$ cat config.mk
export PLATFORM = sky130hd
export DESIGN_NAME = hamming_serial_tx
export DESIGN_NICKNAME = d
export VERILOG_FILES = /design/src/rtl/hamming_serial_tx.sv
export SDC_FILE = /design/constraint.sdc
export NUM_CORES = 1
export LEC_CHECK = 0
export CORE_UTILIZATION = 50
export CTS_BUF_LIST = sky130_fd_sc_hd__clkbuf_8
export CTS_CLUSTER_SIZE = 40
export DETAILED_ROUTE_END_ITERATION = 8
export GPL_ROUTABILITY_DRIVEN = 1
export PLACE_DENSITY = 0.74
export SYNTH_ARGS = -nofsm -noshare
export SYNTH_HDL_FRONTEND = slang
export SYNTH_SLANG_ARGS = --single-unit
$ cat constraint.sdc
create_clock -name clk -period 2.3 [get_ports clk]
set_input_delay 0.23 -clock clk [delete_from_list [all_inputs] [get_ports clk]]
set_output_delay 0.23 -clock clk [all_outputs]
set_load 0.02 [all_outputs]
$ cat src/rtl/hamming_serial_tx.sv
// Hamming(7,4) / SECDED(8,4) nibble encoder with a UART-style bit-serial framer.
// A one-entry holding register accepts a second nibble while a frame is in flight.
module hamming_serial_tx #(
    parameter int unsigned CLKS_PER_BIT = 4,
    parameter int unsigned EXTENDED     = 0,
    parameter int unsigned STOP_BITS    = 1
) (
    input  logic                clk,
    input  logic                rst,
    input  logic [3:0]          data_in,
    input  logic                start,
    output logic                busy,
    output logic                pending,
    output logic                drop,
    output logic                done,
    output logic [6+EXTENDED:0] code_out,
    output logic                tx
);
    localparam int unsigned   W         = 7 + EXTENDED;
    localparam int unsigned   CW        = (CLKS_PER_BIT > 1) ? $clog2(CLKS_PER_BIT) : 1;
    localparam logic [CW-1:0] CLK_LAST  = CW'(CLKS_PER_BIT - 1);
    localparam logic          STOP_LAST = 1'(STOP_BITS - 1);

    typedef enum logic [2:0] {IDLE, START, DATA, PARITY, STOP} state_t;

    state_t        state_q;
    logic [CW-1:0] clk_cnt_q;
    logic [2:0]    bit_idx_q;
    logic          stop_cnt_q;
    logic [W-1:0]  code_q;
    logic [3:0]    hold_q;
    logic          pending_q;
    logic          drop_q;
    logic          done_q;
    logic          tx_q;

    logic          busy_d;
    logic          bit_end_d;
    logic          launch_new_d;
    logic          buffer_d;
    logic          discard_d;
    logic [W-1:0]  new_code_d;
    logic [W-1:0]  hold_code_d;

    function automatic logic [W-1:0] encode(input logic [3:0] d);
        logic [W-1:0] c;
        c    = '0;
        c[0] = d[0] ^ d[1] ^ d[3];
        c[1] = d[0] ^ d[2] ^ d[3];
        c[2] = d[0];
        c[3] = d[1] ^ d[2] ^ d[3];
        c[4] = d[1];
        c[5] = d[2];
        c[6] = d[3];
        if (EXTENDED != 0) c[W-1] = ^c[6:0];
        return c;
    endfunction

    always_comb begin
        busy_d       = (state_q != IDLE) || pending_q;
        bit_end_d    = (clk_cnt_q == CLK_LAST);
        launch_new_d = start && !busy_d;
        buffer_d     = start && busy_d && !pending_q;
        discard_d    = start && pending_q;
        new_code_d   = encode(data_in);
        hold_code_d  = encode(hold_q);
    end

    // Buffering (needs pending=0) and launching from the holding register
    // (needs pending=1) never coincide, so their pending_q writes cannot collide.
    always_ff @(posedge clk or posedge rst) begin
        if (rst) begin
            state_q    <= IDLE;
            clk_cnt_q  <= '0;
            bit_idx_q  <= '0;
            stop_cnt_q <= 1'b0;
            code_q     <= '0;
            hold_q     <= '0;
            pending_q  <= 1'b0;
            drop_q     <= 1'b0;
            done_q     <= 1'b0;
            tx_q       <= 1'b1;
        end else begin
            drop_q <= discard_d;
            done_q <= 1'b0;
            if (buffer_d) begin
                hold_q    <= data_in;
                pending_q <= 1'b1;
            end
            if (state_q != IDLE) clk_cnt_q <= bit_end_d ? '0 : clk_cnt_q + 1'b1;
            case (state_q)
                IDLE: begin
                    if (pending_q) begin
                        state_q   <= START;
                        code_q    <= hold_code_d;
                        pending_q <= 1'b0;
                        tx_q      <= 1'b0;
                    end else if (launch_new_d) begin
                        state_q <= START;
                        code_q  <= new_code_d;
                        tx_q    <= 1'b0;
                    end
                end
                START: begin
                    if (bit_end_d) begin
                        state_q   <= DATA;
                        bit_idx_q <= '0;
                        tx_q      <= code_q[0];
                    end
                end
                DATA: begin
                    if (bit_end_d) begin
                        if (bit_idx_q == 3'd6) begin
                            bit_idx_q <= '0;
                            if (EXTENDED != 0) begin
                                state_q <= PARITY;
                                tx_q    <= code_q[W-1];
                            end else begin
                                state_q <= STOP;
                                tx_q    <= 1'b1;
                            end
                        end else begin
                            bit_idx_q <= bit_idx_q + 3'd1;
                            tx_q      <= code_q[bit_idx_q + 3'd1];
                        end
                    end
                end
                PARITY: begin
                    if (bit_end_d) begin
                        state_q <= STOP;
                        tx_q    <= 1'b1;
                    end
                end
                STOP: begin
                    if (bit_end_d) begin
                        if (stop_cnt_q == STOP_LAST) begin
                            stop_cnt_q <= 1'b0;
                            done_q     <= 1'b1;
                            if (pending_q) begin
                                state_q   <= START;
                                code_q    <= hold_code_d;
                                pending_q <= 1'b0;
                                tx_q      <= 1'b0;
                            end else begin
                                state_q <= IDLE;
                                code_q  <= '0;
                            end
                        end else begin
                            stop_cnt_q <= stop_cnt_q + 1'b1;
                        end
                    end
                end
                default: state_q <= IDLE;
            endcase
        end
    end

    assign busy     = busy_d;
    assign pending  = pending_q;
    assign drop     = drop_q;
    assign done     = done_q;
    assign code_out = code_q;
    assign tx       = tx_q;
endmodule

==> metrics.txt <==
maximum clock rate=452 MHz; Core Area=2280 um2; RSZ-0062 raised after global routing=no; drt total wl=2.28 mm; worst path required time=~2.1 ns; TritonCTS clock tree=built; Critical Path Start Type=flop; Resized cells post-CTS=0; CP Capture Type=output pin; Synth top area share=0.442; die width=51.9 um; # hold bufs at CTS=0; vias per inst=5.57; Multi-input gate area=631 um2; FF+latch count, synth=23; Placer Congestion=between 0.8 and 0.9; r2r setup slk=0.33 ns; first-pass GRT wire length=a little under 4 mm; initial DRC count=28; post-CTS setup buffer count=0; Synth-to-Final Area Change=19.3%; Final min period=2.21 ns; largest net degree at the start of global routing=16; Worst Tran Pin Value=just over 0.6 ns; Arrival @ worst endpoint=1.98 ns; total vias in the final route=925; drt first pass iters=5; vias in the first global route=around 900; max cap viols=0; design area=1490 um2; HPWL Detailed=between 1.5 and 2 mm; initial antenna violation count=0; Tot GR Track Use=0.201; clock sinks=23; DP Worst Slack=0.362 ns; hold crit path type=input port to asynchronous set/reset pin; cell taking the most area after synthesis=dfrtp_1; Power Density=between 600 and 700 nW/um2; clock latency on the worst-skew pair=0.26 ns; Syn Inst Count=121; CTS buffer count=3; H-tree depth=1; hold slack=0.219 ns; fillers=186; critical register-to-register path startpoint=bit_idx_q[0]; most frequent cells in the layout=22 x dfrtp_1, 18 x clkdlybuf4s50_1, 14 x a21oi_1, 12 x nor2_1, 11 x xnor2_1; PortBufs=18; Ports=19; Non-Filler Instances=166; share of layout cells above drive strength 1=0.109; placed cell count=162; Starting Density=0.548; Period Utilization, post-route=0.962; DR WL/cell=13.7 um; Worst slew margin=0.584; Die Y=51.9 um; CTS Buffer Depth=2; Crit Path Class=flop to output pin; Yosys warning count=0; Final nets=about 150; leak pwr=0.612 nW; Peak VDD IR=0.000470 V; total area of sequential cells=577 um2; sequential area share after synthesis=0.463; FF-to-FF End=tx; most common cell after layout, fill and taps aside=dfrtp_1; antenna fix cells=0; Hold Violations, Final=0; status=completed; count of final setup violators=0; Unique masters post-synth=35; FP Rows=17; Synth Cell Area=1250 um2; Placed Area=1440 um2; R2R cell count=6; clk slew on worst S/H paths=about 0.08 ns; Critical Path Start=state_q[0]; highest net fanout along the worst path=9; fin worst setup slack=0.0879 ns; Total Neg Setup Slack=0 ns; DRC Markers=0; DIE AREA=approximately 2700 um2; Post-DRT Antenna Nets=0; Syn Area/Cell=10.3 um2; dominant cells by area after synthesis=dfrtp_1 44%, xnor2_1 7.7%, a21oi_1 5.6%; Root Driver=clkbuf_8; crit path to=busy; Mapped Nets=around 130; Final Max Tran Viols=0; grt ovf=0; Setup Skew=0.00287 ns
-- stage by stage --
| stage | power (mW) | utilization |
|---|---|---|
| final | 0.990 | 0.653 |
| after CTS | 1.01 | 0.653 |
| after floorplan | 0.652 | - |
| after global placement | 0.750 | 0.633 |
| after detailed placement | 0.755 | 0.633 |
| after global routing | 1.04 | 0.653 |
-- cell type report --
cell class,count,share of cell area
clock buffer,3,0.0278
clock inverter,1,0.00253
tap,28,0.0236
timing repair buffer,19,0.126
inverter,3,0.00758
sequential,23,0.388
multi-input combinational,89,0.424
-- layer usage --
layer,GRT usage,wire length [um]
met3,0.0468,74
met4,0.0541,22
met5,0,0
met2,0.340,1100
met1,0.256,1090
-- logic make-up (layout without fill, tap and decap cells) --
group / Yosys count / after routing / synth area share
AND/OR/NAND/NOR: 32 / 32 / 0.124
AO/OA/AOI/OAI: 34 / 34 / 0.189
XOR/XNOR: 12 / 12 / 0.0843
adder cells (fa/ha/maj): 3 / 3 / 0.0301
multiplexers: 8 / 8 / 0.0793
flip-flops: 23 / 23 / 0.463
buffers and inverters: 9 / 26 / 0.0311
-- power breakdown --
part	total [mW]	switching, mW	internal, mW
combinational	0.261	0.115	0.146
sequential	0.485	0.0391	0.446
clock	0.245	0.126	0.119
-- worst min path at each step --
stage | endpoint | start | cells after the start | slack [ns]
floorplan | bit_idx_q[0] | rst | 1 | 0.23
global placement | clk_cnt_q[0] | clk_cnt_q[0] | 1 | 0.49
detailed placement | clk_cnt_q[1] | clk_cnt_q[1] | 1 | 0.50
CTS | clk_cnt_q[1] | rst | 2 | 0.24
global route | clk_cnt_q[1] | rst | 2 | 0.28
finish | clk_cnt_q[1] | rst | 2 | 0.22
-- critical path, cell delays in order (launching register included) --
cell	delay (ns)
dfrtp_1	0.50
or2_1	0.36
or3_1	0.33
clkdlybuf4s50_1	0.54
-- synthesized netlist by cell type, drive strengths merged --
master	instances
dfstp	1
xnor2	11
xor2	1
o211ai	1
or2	1
a21o	2
mux2	5
ha	3
a22oi	7
a31oi	1
o21bai	1
a2111oi	2
inv	3
and2	1
buf	4
nand2b	1
mux4	1
dfrtp	22
mux2i	2
nor2	13
nor3	1
o21ai	3
nor2b	2
and3	1
clkbuf	2
a22o	1
a21oi	15
o22ai	1
nand2	9
nor3b	2
or3	1
-- sequential cells by signal (all words and copies together) (netlist names) --
signal and count:
bit_idx_q 3, clk_cnt_q 2, code_out 7, done 1, drop 1, hold_q 4
pending 1, state_q 3, tx 1
No activity file was read; power rests on OpenSTA's default activity.
